File: config.mk
export PLATFORM = sky130hd
export DESIGN_NAME = gameover_banner
export DESIGN_NICKNAME = d
export VERILOG_FILES = /design/src/rtl/gameover_banner.sv
export SDC_FILE = /design/constraint.sdc
export NUM_CORES = 1
export LEC_CHECK = 0
export BUFFER_PORTS_ARGS = -buffer_cell sky130_fd_sc_hd__buf_2
export CORE_MARGIN = 2
export CORE_UTILIZATION = 45
export CTS_BUF_LIST = sky130_fd_sc_hd__clkbuf_8
export CTS_CLUSTER_SIZE = 28
export DETAILED_ROUTE_END_ITERATION = 16
export HOLD_SLACK_MARGIN = 0.05
export PLACE_DENSITY = 0.67
export SLEW_MARGIN = 0
export SYNTH_ARGS = -nofsm -noshare
export SYNTH_HDL_FRONTEND = slang
export SYNTH_SLANG_ARGS = --single-unit
File: constraint.sdc
create_clock -name clk_i -period 3.7 [get_ports clk_i]
set_clock_uncertainty 0.1 [all_clocks]
set_input_delay 0.74 -clock clk_i [delete_from_list [all_inputs] [get_ports clk_i]]
set_output_delay 0.74 -clock clk_i [all_outputs]
set_load 0.005 [all_outputs]
File: src/rtl/gameover_banner.sv
// "GAME OVER" banner overlay: 5x7 glyph ROM text with per-character reveal,
// blink, then steady hold. pix_on is registered one clock after pix_x/pix_y.
module gameover_banner #(
   parameter int unsigned X0            = 212,
   parameter int unsigned Y0            = 224,
   parameter int unsigned SCALE_LOG2    = 2,
   parameter int unsigned REVEAL_FRAMES = 6,
   parameter int unsigned BLINK_FRAMES  = 30,
   parameter int unsigned BLINK_CYCLES  = 3
) (
   input  logic       clk_i,
   input  logic       reset_i,
   input  logic [9:0] pix_x_i,
   input  logic [9:0] pix_y_i,
   input  logic       frame_tick_i,
   input  logic       show_i,
   output logic       pix_on_o,
   output logic       active_o,
   output logic       done_o,
   output logic [3:0] chars_visible_o
);

   localparam int unsigned S      = 32'd1 << SCALE_LOG2;
   localparam int unsigned XEnd   = X0 + 54 * S;
   localparam int unsigned YEnd   = Y0 + 8 * S;
   localparam int unsigned CntMax = (REVEAL_FRAMES > BLINK_FRAMES) ? REVEAL_FRAMES : BLINK_FRAMES;
   localparam int unsigned CntW   = $clog2(CntMax + 1);
   localparam int unsigned BcW    = (BLINK_CYCLES > 0) ? $clog2(BLINK_CYCLES + 1) : 1;

   localparam logic [CntW-1:0] RevLast = CntW'(REVEAL_FRAMES - 1);
   localparam logic [CntW-1:0] BlkLast = CntW'(BLINK_FRAMES - 1);
   localparam logic [BcW-1:0]  BcLast  = BcW'((BLINK_CYCLES > 0) ? BLINK_CYCLES - 1 : 0);

   // Glyphs packed row 0 first in the MSBs, leftmost column first in each row.
   localparam logic [34:0] GlyphG = 35'b01110_10001_10000_10111_10001_10001_01111;
   localparam logic [34:0] GlyphA = 35'b01110_10001_10001_11111_10001_10001_10001;
   localparam logic [34:0] GlyphM = 35'b10001_11011_10101_10101_10001_10001_10001;
   localparam logic [34:0] GlyphE = 35'b11111_10000_10000_11110_10000_10000_11111;
   localparam logic [34:0] GlyphO = 35'b01110_10001_10001_10001_10001_10001_01110;
   localparam logic [34:0] GlyphV = 35'b10001_10001_10001_10001_10001_01010_00100;
   localparam logic [34:0] GlyphR = 35'b11110_10001_10001_11110_10100_10010_10001;

   typedef enum logic [1:0] {StIdle, StReveal, StBlink, StHold} state_e;

   state_e          state_q, state_d;
   logic [3:0]      chars_q, chars_d;
   logic [CntW-1:0] cnt_q, cnt_d;
   logic            phase_q, phase_d;
   logic [BcW-1:0]  bc_q, bc_d;
   logic            pix_on_q, pix_on_d;

   logic [31:0] x_ext, y_ext;
   logic        in_win;
   logic [5:0]  ux;
   logic [2:0]  uy;
   logic [3:0]  ch;
   logic [2:0]  col;
   logic [34:0] glyph;
   logic [4:0]  row_bits;
   logic [4:0]  shifted;

   always_comb begin
      state_d = state_q;
      chars_d = chars_q;
      cnt_d   = cnt_q;
      phase_d = phase_q;
      bc_d    = bc_q;
      if (!show_i) begin
         state_d = StIdle;
         chars_d = 4'd0;
         cnt_d   = '0;
         phase_d = 1'b1;
         bc_d    = '0;
      end else begin
         unique case (state_q)
            StIdle: begin
               state_d = StReveal;
               chars_d = 4'd0;
               cnt_d   = '0;
               phase_d = 1'b1;
               bc_d    = '0;
            end
            StReveal: begin
               if (frame_tick_i) begin
                  if (cnt_q == RevLast) begin
                     cnt_d   = '0;
                     chars_d = chars_q + 4'd1;
                     if (chars_q == 4'd8) begin
                        phase_d = 1'b1;
                        state_d = (BLINK_CYCLES == 0) ? StHold : StBlink;
                     end
                  end else begin
                     cnt_d = cnt_q + 1'b1;
                  end
               end
            end
            StBlink: begin
               if (frame_tick_i) begin
                  if (cnt_q == BlkLast) begin
                     cnt_d   = '0;
                     phase_d = ~phase_q;
                     // A full off->on cycle completes on the rising toggle
                     if (!phase_q) begin
                        bc_d = bc_q + 1'b1;
                        if (bc_q == BcLast) begin
                           state_d = StHold;
                           phase_d = 1'b1;
                        end
                     end
                  end else begin
                     cnt_d = cnt_q + 1'b1;
                  end
               end
            end
            StHold: ;
            default: state_d = StIdle;
         endcase
      end
   end

   always_comb begin
      x_ext  = {22'd0, pix_x_i};
      y_ext  = {22'd0, pix_y_i};
      in_win = (x_ext >= X0) && (x_ext < XEnd) && (y_ext >= Y0) && (y_ext < YEnd);
      ux     = 6'((x_ext - X0) >> SCALE_LOG2);
      uy     = 3'((y_ext - Y0) >> SCALE_LOG2);
      ch     = 4'(ux / 6'd6);
      col    = 3'(ux % 6'd6);

      unique case (ch)
         4'd0:    glyph = GlyphG;
         4'd1:    glyph = GlyphA;
         4'd2:    glyph = GlyphM;
         4'd3:    glyph = GlyphE;
         4'd5:    glyph = GlyphO;
         4'd6:    glyph = GlyphV;
         4'd7:    glyph = GlyphE;
         4'd8:    glyph = GlyphR;
         default: glyph = '0;
      endcase

      unique case (uy)
         3'd0:    row_bits = glyph[34:30];
         3'd1:    row_bits = glyph[29:25];
         3'd2:    row_bits = glyph[24:20];
         3'd3:    row_bits = glyph[19:15];
         3'd4:    row_bits = glyph[14:10];
         3'd5:    row_bits = glyph[9:5];
         3'd6:    row_bits = glyph[4:0];
         default: row_bits = '0;
      endcase

      shifted = row_bits << col;
      // Gating with show blanks the clock where the banner is being torn down
      pix_on_d = show_i && in_win && (col < 3'd5) && (uy != 3'd7) && (ch < chars_q) &&
                 phase_q && shifted[4];
   end

   always_ff @(posedge clk_i) begin
      if (reset_i) begin
         state_q  <= StIdle;
         chars_q  <= 4'd0;
         cnt_q    <= '0;
         phase_q  <= 1'b1;
         bc_q     <= '0;
         pix_on_q <= 1'b0;
      end else begin
         state_q  <= state_d;
         chars_q  <= chars_d;
         cnt_q    <= cnt_d;
         phase_q  <= phase_d;
         bc_q     <= bc_d;
         pix_on_q <= pix_on_d;
      end
   end

   assign pix_on_o        = pix_on_q;
   assign active_o        = (state_q != StIdle);
   assign done_o          = (state_q == StHold);
   assign chars_visible_o = chars_q;

endmodule

After elaboration in Yosys (flattened, before gate mapping)

Memories as Yosys holds them, arrays and structs flattened.
Cells that the tools add are included.

Bitwise gates (word level): 2
$add $sub $neg: 5
Equality and inequality tests: 21
Reductions and logical operators: 21
Muxes and demuxes: 29
$lt $le $gt $ge: 6
Shift-type cells: 1
Div/mod/pow operators: 2

Operators with widths:

| cell                | count |
|---|---|
| $pmux 5 s7          | 1 |
| $ge 10x8->1 const B | 2 |
| $lt 10x9->1 const B | 2 |
| $mux 2              | 10 |
| $mux 5              | 4 |
| $pmux 5 s3          | 1 |
| $ne 2x2->1 const B  | 7 |
| $eq 3x3->1 const B  | 3 |
| $logic_and 1x1->1   | 9 |
| $mux 4              | 2 |
| $pmux 4 s2          | 1 |
| $reduce_and 8->1    | 1 |
| $sub 8x8->8 const B | 1 |
| $mux 1              | 7 |
| $div 6x3->6 const B | 1 |
| $eq 2x2->1 const B  | 3 |
| $eq 3x2->1 const B  | 2 |
| $mod 6x3->6 const B | 1 |
| $pmux 2 s3          | 1 |
| $reduce_and 3->1    | 2 |
| $reduce_and 6->1    | 1 |
| $reduce_bool 2->1   | 3 |
| $add 5x1->5 const B | 1 |
| $eq 5x3->1 const B  | 1 |
| 19 further kinds    | 20 |

ROM bits: 464
Logic and storage cells: 94
Register bits: 15
Output and inout port bits: 7
Input bits: 24
Memories kept: 1

Memories:

| name            | depth | bits a word | rd ports | clocked after memory_dff | wr ports | RTL line | source |
|---|---|---|---|---|---|---|---|
| (no name shown) | 16    | 29          | 1        | 0                        | 0        | 130      | `unique case (ch)` |

Depth between registers and ports, before layout

Word-level depth: 10
Mapped depth: 17
Mapped depth without buffers: 14

Worst setup path before layout

No wires, ideal clock.

Path type: input port to flip-flop
From: in pix_x_i[2]
To: reg pix_on_q (netlist: pix_on_o)
Data required time: 3.472 ns
Slack: -0.099 ns
Path buffers: 1
Library setup time: 0.128 ns
Arrival: 3.572 ns
Stages: 15
Cell sequence: buf_6 inv_1 ha_1 or3b_4 a2111oi_2 o32ai_1 o2111ai_4 inv_4 ha_1 a31oi_4 nor2_1 a2111oi_2 o32ai_1 o221ai_1 a211oi_1

Longest elaborated chain between the ends: 10
Elaborated cells on any way between the ends: 19
Those cells by class: add/sub (1); div (2); order compare (4); shift (1); mux (1); reduce/logical (9); memory (1)

Ends and longest elaborated chain:

| element                                                               | RTL line | source |
|---|---|---|
| start: declaration                                                    | 13       | `input logic [9:0] pix_x_i,` |
| parallel branches: the longest is 9 deep, another holds $mem_v2 16x29 | -        |  |
| $logic_and 1x1->1 *                                                   | 156      | `phase_q && shifted[4];` |
| end signal: assignment                                                | 173      | `pix_on_q <= pix_on_d;` |
| end: declaration                                                      | 50       | `logic pix_on_q, pix_on_d;` |

Every way passes the cells marked *.
A chain may end at the register's enable or synchronous reset.

Worst setup path after layout

From: in pix_x_i[3]
To: reg pix_on_q (netlist: pix_on_o)

The elaborated chain is that of the path after synthesis.

==> results_dict.tcl <==
set metrics [dict create \
    antenna_left 0 \
    grt_pass1_wl_microns 12300 \
    final_common_cell "buf_4" \
    die_w_microns 79.8 \
    areaGrowthSynthToFinish_pct 28.3 \
    worst_pin_slew_ns 0.589 \
    ys.flop_type "dfxtp_1" \
    drt_pass1_iterations 5 \
    place.gp.congestion 0.985 \
    status "finished clean" \
    min_period_ns 3.57 \
    hpwl_microns 6010 \
    final_area_sq_um 3320 \
    syn_inst 340 \
    yosys_warnings 0 \
    drtIter0Drc 213 \
    power_w 0.000731 \
    netlist_area_sq_um 2580 \
    die_h_microns 79.8 \
    drive_gt1_share_pct 34.5 \
    setup_viol 0 \
    clock_latency_ns 0.25 \
    setup_ws_ns 0.131 \
    vias 2929 \
    cts_tree "built" \
    critPathCaptureType "register" \
    seq_area_frac_synth_pct 11.6 \
    synth_edf_count 0 \
    critical_path_arrival_ns 3.59 \
    ys_types 83 \
    io_pins 31 \
    cp_cell_sequence "buf_2 -> inv_1 -> ha_4 -> buf_4 -> buf_4 -> nor2b_2 -> a221oi_2 -> o221a_2 -> buf_4 -> ha_1 -> a2111oi_2 -> a2bb2oi_1 -> o311ai_0 -> nor4bb_1 -> a211oi_1" \
    dieArea_sq_um 6370 \
    hold_path.class "reg -> reg" \
    final_cell_mix "buf_4, nor2_1, buf_2" \
    port_buffers 28 \
    n_antenna_cell 0 \
    cts_root_buf "clkbuf_8" \
    clk_pin_slew_worst_paths_ns 0.06 \
    drc 0 \
    max-vdd-ir-drop_uv 157 \
    htree_levels 1 \
    finalHoldViolations 0 \
    ys_seq_elements 15 \
    path_common_cell "buf_4" \
    rows 27 \
    cts.sinks 15 \
    critical-path-max-stage-delay_ns 0.43 \
    routedWlPerCell_microns 15.2 \
    antenna_found_initial 0 \
    p_leak_nw 1.39 \
    start_util_pct 46.7 \
    rsz0062_at_grt "false" \
    fin_nets 467 \
    coreArea_sq_um 5540 \
    maxSlewHeadroom_pct 60.3 \
    grt_max_degree 16 \
    pre_cts_slack_ns -0.191 \
    min_period_over_period_pct 96.5 \
    drv_slew 0 \
    crit_type "in -> reg" \
    cts_made_buffers 3 \
    grt_pass1_vias 2674 \
    fmax_mhz 280 \
    utilization_pct 59.8 \
    critical_path.slowest_cell "nor4bb_1" \
    grt_remaining_overflow 0 \
    placed_area_sq_um 3220 \
    synth_nets 386 \
    holdBufCountCts 0 \
    power_density_nw_per_um2 220 \
    routed_wl_microns 7470 \
    synth-async-reset-ratio_pct 0 \
    critical_path_required_ns 3.72 \
    crit_path_start_kind "primary input" \
    avgSynthCellArea_sq_um 7.60 \
    clockBufferDepth 2 \
    grt_use_total_pct 23.7 \
    worst-path-max-fanout 8 \
    avgViaCountPerCell 5.95 \
    maxCapViolations 0 \
]
==> flip-flops by register name (all words and copies together) (netlist names) <==
register	cells
bc_q	2
chars_visible_o	4
cnt_q	5
phase_q	1
pix_on_o	1
state_q	2
==> cells by family after synthesis <==
kind of cell / count (synthesis) / synth area share, %
XOR/XNOR: 10 / 3.39
buffers and inverters: 42 / 8.23
multiplexers: 8 / 3.15
AND/OR/NAND/NOR: 145 / 31.3
flip-flops: 15 / 11.6
adder cells (fa/ha/maj): 22 / 10.6
AO/OA/AOI/OAI: 98 / 31.7
==> layer usage <==
layer  global-route usage, %  share of wire (%)
met5                       0                  0
met4                    7.46                2.1
met3                    1.92                6.8
met2                    39.2                 47
met1                    32.4                 44
==> final cells by class <==
cell class / instances / area [sq um]
fillers: 492 / 2220
inverters: 26 / 103
clock inverters: 1 / 3.75
clock buffers: 3 / 41.3
multi-input cells: 283 / 2140
well taps: 72 / 90.1
flip-flops and latches: 15 / 300
repair buffers: 92 / 633
==> power breakdown <==
group | internal [W] | leakage, nW | switching (W)
clock network | 0.0000736 | 0.0269 | 0.0000588
logic | 0.000197 | 1.24 | 0.000232
registers | 0.000165 | 0.121 | 0.00000418
==> worst max-delay path: cells and delay by family <==
kind | cells | cell delay (ns)
and+or+nand+nor | 2 | 0.60
buffers and inverters | 5 | 0.64
adders and majority gates | 2 | 0.41
AOI/OAI and AO/OA | 6 | 1.21
==> through the flow <==
stage	cells	hold slack, ns	TNS (ns)
after floorplan	340	0.365	0
after global placement	486	0.386	-0.178
after detailed placement	486	0.399	-0.191
after CTS	490	0.421	0
after global routing	492	0.420	0
final	492	0.414	0
==> worst paths after layout <==
check             startpoint    endpoint  cells past startpoint  slack, ns
setup / recovery  pix_x_i[3]    pix_on_o                     15       0.13
hold / removal       bc_q[1]     bc_q[1]                      2       0.41
hold reg to reg      bc_q[1]     bc_q[1]                      2       0.41
setup reg to reg  state_q[0]  state_q[0]                      9       1.45
==> synth_stat cells, types with 3 or more instances <==
library cell   n  area, sq um
o21ai_1        3         15.0
nand3_1       14         70.1
nor2b_1       12         75.1
nor4_1         4         25.0
nor3b_1        3         22.5
nor2_1        28          105
nor2_2         3         18.8
nor3_1        13         65.1
ha_1          22          275
nand2b_1       7         43.8
nand4_1       10         62.6
o22ai_1        3         18.8
dfxtp_1       15          300
inv_1         23         86.3
nand2_1       27          101
a211oi_1       4         30.0
o31ai_1        3         22.5
xor2_1         4         35.0
buf_2          6         30.0
a21oi_1       14         70.1
o211ai_1       6         45.0
a2111oi_2      4         60.1
xnor2_1        6         52.6
clkbuf_1       4         15.0
o221ai_1       3         26.3
o21ai_0       15         75.1
or2_2          4         25.0
o2111ai_1      3         26.3
mux2i_1        7         70.1
o311ai_0       3         26.3
==> repair_timing <==
item                                   4_1_cts  5_1_grt
endpoints found under the hold margin        0        0
resized for setup                            0        7
buffers inserted                             0        2
setup endpoints to repair                    0        1
No activity file was read; power rests on OpenSTA's default activity.
